==> src/rtl/pc_pkg.sv <==
// Shared constants and next-PC select encoding for the program-counter unit.
package pc_pkg;

    localparam int unsigned PC_WORD_SIZE    = 16;
    localparam int unsigned PC_RAS_DEPTH    = 8;
    localparam int unsigned PC_INC_STEP     = 1;
    localparam logic [15:0] PC_RESET_VECTOR = 16'h0000;
    localparam logic [15:0] PC_EXC_VECTOR   = 16'h0008;

    typedef enum logic [2:0] {
        NPC_HOLD = 3'd0,
        NPC_INC  = 3'd1,
        NPC_JMP  = 3'd2,
        NPC_BR   = 3'd3,
        NPC_CALL = 3'd4,
        NPC_RET  = 3'd5,
        NPC_EXC  = 3'd6,
        NPC_ERET = 3'd7
    } npc_sel_e;

endpackage

==> src/rtl/pc_unit_if.sv <==
// Control/status bundle between decode and the PC unit.
// PC_EXC_EN adds exc/eret strobes and the epc readback.
interface pc_unit_if
    import pc_pkg::*;
#(
    parameter int unsigned WORD_SIZE = PC_WORD_SIZE
);

    logic                 stall;
    logic                 load_pc;
    logic                 offset;
    logic                 call;
    logic                 ret;
    logic [WORD_SIZE-1:0] data_in;
    logic [WORD_SIZE-1:0] pc_counter;
    logic                 ras_empty;
    logic                 ras_full;
    logic                 ras_err;
`ifdef PC_EXC_EN
    logic                 exc;
    logic                 eret;
    logic [WORD_SIZE-1:0] epc;

    modport master (
        output stall, load_pc, offset, call, ret, data_in, exc, eret,
        input  pc_counter, ras_empty, ras_full, ras_err, epc
    );
    modport slave (
        input  stall, load_pc, offset, call, ret, data_in, exc, eret,
        output pc_counter, ras_empty, ras_full, ras_err, epc
    );
`else
    modport master (
        output stall, load_pc, offset, call, ret, data_in,
        input  pc_counter, ras_empty, ras_full, ras_err
    );
    modport slave (
        input  stall, load_pc, offset, call, ret, data_in,
        output pc_counter, ras_empty, ras_full, ras_err
    );
`endif

endinterface

==> src/rtl/pc_ras.sv <==
// Circular return-address stack; a push when full overwrites the oldest entry.
module pc_ras #(
    parameter int unsigned WORD_SIZE = 16,
    parameter int unsigned DEPTH     = 8
)(
    input  logic                 clk,
    input  logic                 rst,
    input  logic                 i_push,
    input  logic                 i_pop,
    input  logic [WORD_SIZE-1:0] i_data,
    output logic [WORD_SIZE-1:0] o_top_c,
    output logic                 o_full,
    output logic                 o_empty,
    output logic                 o_ovf_c,
    output logic                 o_unf_c
);

    localparam int unsigned PTR_W = $clog2(DEPTH);
    localparam int unsigned CNT_W = PTR_W + 1;

    logic [WORD_SIZE-1:0] r_mem [DEPTH];
    logic [PTR_W-1:0]     r_sp;
    logic [PTR_W-1:0]     w_sp_nxt;
    logic [CNT_W-1:0]     r_cnt;
    logic [CNT_W-1:0]     w_cnt_nxt;
    logic                 w_do_push;
    logic                 w_do_pop;

    // Pop has priority; a pop on an empty stack changes nothing.
    assign w_do_pop  = i_pop && !o_empty;
    assign w_do_push = i_push && !i_pop;
    assign o_top_c   = r_mem[r_sp - PTR_W'(1)];
    assign o_ovf_c   = w_do_push && o_full;
    assign o_unf_c   = i_pop && o_empty;

    always_comb begin : next_ptr
        w_sp_nxt  = r_sp;
        w_cnt_nxt = r_cnt;
        if (w_do_pop) begin
            w_sp_nxt  = r_sp - PTR_W'(1);
            w_cnt_nxt = r_cnt - CNT_W'(1);
        end else if (w_do_push) begin
            w_sp_nxt = r_sp + PTR_W'(1);
            if (!o_full) begin
                w_cnt_nxt = r_cnt + CNT_W'(1);
            end
        end
    end

    always_ff @(posedge clk) begin : state_reg
        if (rst) begin
            r_sp    <= '0;
            r_cnt   <= '0;
            o_full  <= 1'b0;
            o_empty <= 1'b1;
        end else begin
            r_sp    <= w_sp_nxt;
            r_cnt   <= w_cnt_nxt;
            o_full  <= (w_cnt_nxt == CNT_W'(DEPTH));
            o_empty <= (w_cnt_nxt == '0);
        end
    end

    always_ff @(posedge clk) begin : mem_write
        if (w_do_push) begin
            r_mem[r_sp] <= i_data;
        end
    end

endmodule

==> src/rtl/pc_unit.sv <==
// Registered program counter with return-address stack.
// Define PC_EXC_EN to add exception entry/return (exc, eret, epc).
module pc_unit
    import pc_pkg::*;
#(
    parameter int unsigned          WORD_SIZE    = PC_WORD_SIZE,
    parameter int unsigned          RAS_DEPTH    = PC_RAS_DEPTH,
    parameter logic [WORD_SIZE-1:0] RESET_VECTOR = WORD_SIZE'(PC_RESET_VECTOR),
    parameter int unsigned          INC_STEP     = PC_INC_STEP
`ifdef PC_EXC_EN
   ,parameter logic [WORD_SIZE-1:0] EXC_VECTOR   = WORD_SIZE'(PC_EXC_VECTOR)
`endif
)(
    input  logic     clk,
    input  logic     rst,
    pc_unit_if.slave bus
);

    logic [WORD_SIZE-1:0] r_pc;
    logic [WORD_SIZE-1:0] w_pc_nxt;
    logic [WORD_SIZE-1:0] w_pc_inc;
    logic [WORD_SIZE-1:0] w_ras_top;
    npc_sel_e             w_sel;
    logic                 w_push;
    logic                 w_pop;
    logic                 w_ovf;
    logic                 w_unf;
    logic                 w_ras_full;
    logic                 w_ras_empty;
    logic                 r_err;
`ifdef PC_EXC_EN
    logic [WORD_SIZE-1:0] r_epc;
`endif

    assign w_pc_inc = r_pc + WORD_SIZE'(INC_STEP);

    // One action per cycle, highest-priority strobe wins.
    always_comb begin : decode
        w_sel  = NPC_INC;
        w_push = 1'b0;
        w_pop  = 1'b0;
        if (bus.stall) begin
            w_sel = NPC_HOLD;
        end
`ifdef PC_EXC_EN
        else if (bus.exc) begin
            w_sel = NPC_EXC;
        end else if (bus.eret) begin
            w_sel = NPC_ERET;
        end
`endif
        else if (bus.ret) begin
            w_pop = 1'b1;
            w_sel = w_ras_empty ? NPC_INC : NPC_RET;
        end else if (bus.call) begin
            w_push = 1'b1;
            w_sel  = NPC_CALL;
        end else if (bus.load_pc) begin
            w_sel = NPC_JMP;
        end else if (bus.offset) begin
            w_sel = NPC_BR;
        end
    end

    always_comb begin : npc_mux
        w_pc_nxt = w_pc_inc;
        case (w_sel)
            NPC_HOLD: w_pc_nxt = r_pc;
            NPC_JMP:  w_pc_nxt = bus.data_in;
            NPC_CALL: w_pc_nxt = bus.data_in;
            NPC_BR:   w_pc_nxt = r_pc + bus.data_in;
            NPC_RET:  w_pc_nxt = w_ras_top;
`ifdef PC_EXC_EN
            NPC_EXC:  w_pc_nxt = EXC_VECTOR;
            NPC_ERET: w_pc_nxt = r_epc;
`endif
            default:  w_pc_nxt = w_pc_inc;
        endcase
    end

    always_ff @(posedge clk) begin : pc_reg
        if (rst) begin
            r_pc <= RESET_VECTOR;
        end else begin
            r_pc <= w_pc_nxt;
        end
    end

    always_ff @(posedge clk) begin : err_reg
        if (rst) begin
            r_err <= 1'b0;
        end else if (w_ovf || w_unf) begin
            r_err <= 1'b1;
        end
    end

`ifdef PC_EXC_EN
    always_ff @(posedge clk) begin : epc_reg
        if (rst) begin
            r_epc <= RESET_VECTOR;
        end else if (w_sel == NPC_EXC) begin
            r_epc <= r_pc;
        end
    end

    assign bus.epc = r_epc;
`endif

    pc_ras #(
        .WORD_SIZE (WORD_SIZE),
        .DEPTH     (RAS_DEPTH)
    ) u_ras (
        .clk     (clk),
        .rst     (rst),
        .i_push  (w_push),
        .i_pop   (w_pop),
        .i_data  (w_pc_inc),
        .o_top_c (w_ras_top),
        .o_full  (w_ras_full),
        .o_empty (w_ras_empty),
        .o_ovf_c (w_ovf),
        .o_unf_c (w_unf)
    );

    assign bus.pc_counter = r_pc;
    assign bus.ras_full   = w_ras_full;
    assign bus.ras_empty  = w_ras_empty;
    assign bus.ras_err    = r_err;

endmodule
==> src/flat_wrapper.sv <==
// flat-port wrapper written by rule: the top's interface ports become plain ports
module pc_unit_flat import pc_pkg::*;
#(
    parameter int unsigned          WORD_SIZE    = PC_WORD_SIZE,
    parameter int unsigned          RAS_DEPTH    = PC_RAS_DEPTH,
    parameter logic [WORD_SIZE-1:0] RESET_VECTOR = WORD_SIZE'(PC_RESET_VECTOR),
    parameter int unsigned          INC_STEP     = PC_INC_STEP

)
  (clk, rst, bus_stall, bus_load_pc, bus_offset, bus_call, bus_ret, bus_data_in, bus_pc_counter, bus_ras_empty, bus_ras_full, bus_ras_err);
  pc_unit_if #(.WORD_SIZE(WORD_SIZE)) bus_i ();
  input  logic clk;
  input  logic rst;
  input wire logic [$bits(bus_i.stall)-1:0] bus_stall;
  input wire logic [$bits(bus_i.load_pc)-1:0] bus_load_pc;
  input wire logic [$bits(bus_i.offset)-1:0] bus_offset;
  input wire logic [$bits(bus_i.call)-1:0] bus_call;
  input wire logic [$bits(bus_i.ret)-1:0] bus_ret;
  input wire logic [$bits(bus_i.data_in)-1:0] bus_data_in;
  output wire logic [$bits(bus_i.pc_counter)-1:0] bus_pc_counter;
  output wire logic [$bits(bus_i.ras_empty)-1:0] bus_ras_empty;
  output wire logic [$bits(bus_i.ras_full)-1:0] bus_ras_full;
  output wire logic [$bits(bus_i.ras_err)-1:0] bus_ras_err;
  assign bus_i.stall = bus_stall;
  assign bus_i.load_pc = bus_load_pc;
  assign bus_i.offset = bus_offset;
  assign bus_i.call = bus_call;
  assign bus_i.ret = bus_ret;
  assign bus_i.data_in = bus_data_in;
  assign bus_pc_counter = bus_i.pc_counter;
  assign bus_ras_empty = bus_i.ras_empty;
  assign bus_ras_full = bus_i.ras_full;
  assign bus_ras_err = bus_i.ras_err;
  pc_unit #(.WORD_SIZE(WORD_SIZE), .RAS_DEPTH(RAS_DEPTH), .RESET_VECTOR(RESET_VECTOR), .INC_STEP(INC_STEP)) u_core (.clk(clk), .rst(rst), .bus(bus_i));
endmodule
==> config.mk <==
export PLATFORM = sky130hd
export DESIGN_NAME = pc_unit_flat
export DESIGN_NICKNAME = d
export VERILOG_FILES = /design/src/rtl/pc_pkg.sv /design/src/rtl/pc_unit_if.sv /design/src/rtl/pc_ras.sv /design/src/rtl/pc_unit.sv /design/src/flat_wrapper.sv
export SDC_FILE = /design/constraint.sdc
export NUM_CORES = 1
export LEC_CHECK = 0
export CORE_ASPECT_RATIO = 0.9
export CORE_UTILIZATION = 55
export CTS_CLUSTER_SIZE = 10
export DETAILED_ROUTE_END_ITERATION = 6
export GPL_TIMING_DRIVEN = 0
export MAX_ROUTING_LAYER = met4
export PLACE_DENSITY = 0.74
export SETUP_SLACK_MARGIN = 0.1
export SYNTH_ARGS = -nofsm -noshare
export SYNTH_HDL_FRONTEND = slang
export SYNTH_HIERARCHICAL = 1
export SYNTH_SLANG_ARGS = --single-unit
==> constraint.sdc <==
create_clock -name clk -period 6 [get_ports clk]
set_input_delay 0.6 -clock clk [delete_from_list [all_inputs] [get_ports clk]]
set_output_delay 0.6 -clock clk [all_outputs]
set_load 0.1 [all_outputs]
==> run_results.csv <==
group,metric,value,unit
outcome,status,"finished clean",
cts,clkSinkCount,154,
synth,synth_compound_area_share,9.95,%
synth,yosys-top-cells-count,"edfxtp_1 (128), nor2_1 (28), mux4_2 (27)",
cts,postCtsHoldBufs,0,
placed_design,dp_hpwl,13.1,mm
layout,nNetsFinal,615,
layout,layout-drive-gt1-share,20.4,%
synth,ys_types,67,
route,drt_iter0_drc,659,
worst_setup_path,critPathLaunchType,"flop",
cts,h-tree-depth,4,
cts,cts_inserted_buffers,17,
worst_setup_path,critPathMaxStageDelay,620,ps
timing,rsz0062_at_grt,"false",
synth,synthAdderAreaFrac,3.66,%
worst_setup_path,timing.rr.start,"u_core/u_ras/r_sp[0]",
route,routed_via_density,6.62,
die,core,0.0129,mm2
die,floorplan.initialDensity,57.3,%
power,power_switching,0.760,mW
min_path,min_path_type,"flop to flop",
synth,synth.most_common_cell,"edfxtp_1",
global_route,grt_pass1_vias,4924,
timing,fin_tns_setup,0,ps
global_route,grt_max_degree,17,
layout,antenna_cells,0,
placed_design,pre_cts_slack,2370,ps
synth,syn_area_per_cell,14.7,um2
timing,hold_violations,0,
worst_setup_path,required,6280,ps
route,wl_per_cell,24.9,um
global_route,grt_util_all_layers,29.8,%
power,p_int,2.00,mW
synth,synth_top_family_by_area,"multiplexers",
worst_setup_path,crit_chain,"buf_6 > buf_6 > inv_1 > ha_1 > buf_2 > clkbuf_1 > mux4_2 > mux2_2 > a221oi_1 > a21oi_1 > o21ai_0 > a21oi_1",
die,die_w,124,um
global_route,antenna_found_initial,0,
power,pwr-share-comb,18.1,%
worst_setup_path,critPathArrivalTime,3910,ps
timing,finClkSkew,7.87,ps
worst_setup_path,critPathKind,"flop to flop",
synth,syn_nets,547,
timing,worst_slack,2370,ps
route,num_vias,4954,
timing,max_slew_margin,31.4,%
route,dr.pass1.iters,5,
die,die_h,112,um
power,seq_power_share,44.1,%
synth,postSynth.asyncResetShare,0,%
power,irDropWorstVdd,405,uV
synth,yosys.area.top_type,"edfxtp_1",
timing,setup_viol,0,
route,ant_nets,0,
timing,post-route-period-util,60.5,%
layout,fill_cells,890,
timing,drv_slew,0,
worst_setup_path,crit_fanout,10,
synth,synth_simple_gate_area_share,7.85,%
timing,max_freq,0.276,GHz
run,maxCapViolations,0,
placed_design,port_buffers,39,
synth,synth_top_cell_area_share,52.1,%
synth,syn-cell-area,0.00738,mm2
die,die_area,0.0139,mm2
global_route,grt_overflow,0,
cts,post-cts-setup-buffer-count,0,
worst_setup_path,cp-startpoint,"u_core/u_ras/r_sp[0]",
global_route,grt_pass1_wl,28.2,mm
power,leakagePower,3.02,nW
die,std_cell_rows,39,
route,post-route-drc-count,0,
cts,clockBufferDepth,2,
route,finalWirelength,18.6,mm
synth,synthTopCellsByArea,"edfxtp_1 (52%), mux4_2 (8.2%), dfxtp_1 (7.1%)",
cts,clockRootBuffer,"clkbuf_16",
synth,synth-xor-area-share,3.90,%
power,powerDensity,316,mW/mm2
cts,cts_tree,"yes",
placed_design,place_congestion,0.876,
worst_setup_path,cp_top_family,"buffers and inverters",
layout,area_growth,18.1,%
cts,cts_resized,0,
worst_setup_path,crit_path_top_delay_cell,"clkbuf_1",
synth,ys_seq_area_share,59.1,%
synth,ys_warn_count,6,
synth,synthFlopType,"edfxtp_1",
synth,synth_cells,503,
power,clkPwrFrac,37.8,%
cts,clk_pin_slew_worst_paths,60,ps
worst_setup_path,crit_buf_inv,5,
timing,period_needed,3630,ps
timing,worst_pin_slew,1030,ps
die,ioPinCount,42,
synth,synth-seq-cells,154,
synth,synth.area.mux_share,12.8,%
min_path,min_from,"u_core/bus.ras_err",
power,p_sw_share,27.6,%
synth,synth_edf_count,128,
worst_setup_path,endpoint_kind,"flop",
cts,insertion_delay,420,ps
logic make-up after synthesis:
kind of cell    count (synthesis)
buf+inv                        34
compound gates                102
simple gates                  110
flops                         154
xor+xnor                       32
fa+ha+maj                      21
mux                            50
state kept, by name, summed over array words and instances (netlist names):
signal / flops
u_core/u_ras/r_cnt: 4
u_core/u_ras/o_full: 1
u_core/u_ras/o_empty: 1
u_core/u_ras/r_sp: 3
u_core/bus.ras_err: 1
u_core/bus.pc_counter: 16
u_core/u_ras/r_mem: 128
per-layer routing:
layer | wire length (um) | global-route usage [%]
met4 | 470 | 12.1
met5 | 0 | -
met2 | 9120 | 45.1
met1 | 7480 | 38.6
met3 | 1530 | 7.12
final timing paths:
path                                to  slack (ps)  cells past startpoint
max          u_core/bus.pc_counter[10]        2370                     12
min reg2reg         u_core/bus.ras_err         490                      2
max reg2reg  u_core/bus.pc_counter[10]        2370                     12
min                 u_core/bus.ras_err         490                      2
cell type report:
type,instances,area (um2),share of cell area [%]
buffer,23,159,1.82
clock buffer,17,425,4.88
clock inverter,15,148,1.69
inverter,11,41.3,0.474
multi-input combinational,315,2850,32.7
sequential,154,4360,50.1
tap,164,205,2.35
timing repair buffer,49,527,6.04
power groups by stage:
| stage | clock network [mW] | registers [mW] | logic [mW] |
|---|---|---|---|
| 5_1_grt | 1.09 | 1.22 | 0.528 |
| 3_5_place_dp | 0 | 1.24 | 0.492 |
| 2_1_floorplan | 0 | 1.30 | 0.283 |
| 6_report | 1.04 | 1.22 | 0.499 |
| 4_1_cts | 1.05 | 1.21 | 0.496 |
| 3_3_place_gp | 0 | 1.24 | 0.477 |
placed cells by master (no fill, tap or decap), types with 4 or more instances in the layout:
cell             count
buf_4                4
xnor2_1             17
ha_1                20
nor2b_1              8
and3_1               5
inv_1               11
buf_2                8
a21o_1               5
a221o_1              4
a211oi_1             5
nand3_1              8
and2_1               4
nand4_1              4
buf_8                4
nor3_2               6
a21oi_1             25
dfxtp_1             26
buf_6                6
a22oi_1              5
xor2_1              14
clkdlybuf4s50_1     39
nor2_1              25
mux4_2              27
clkinv_1             4
nand2_1             24
clkbuf_16           17
clkbuf_1             7
mux4_1               5
a221oi_1            10
a222oi_1             4
mux2_2              15
edfxtp_1           128
o21ai_0             18
inv_6                4
nor3_1               4
tightest hold or removal path, cell delays in order (launching register included):
cell	delay, ps
dfxtp_1	330
nor3_1	60
nor2_1	70
metrics by stage:
step | cell area (um2) | utilization, % | total power [mW] | hold WS, ps | instances
after floorplan | 7380 | - | 1.59 | 498 | 503
after global placement | 7980 | 61.9 | 1.71 | 466 | 706
after detailed placement | 8150 | 63.2 | 1.73 | 484 | 716
after CTS | 8720 | 67.7 | 2.76 | 498 | 748
after global routing | 8720 | 67.7 | 2.84 | 536 | 748
final | 8720 | 67.7 | 2.76 | 491 | 748
Power figures use the tool's default switching activity.
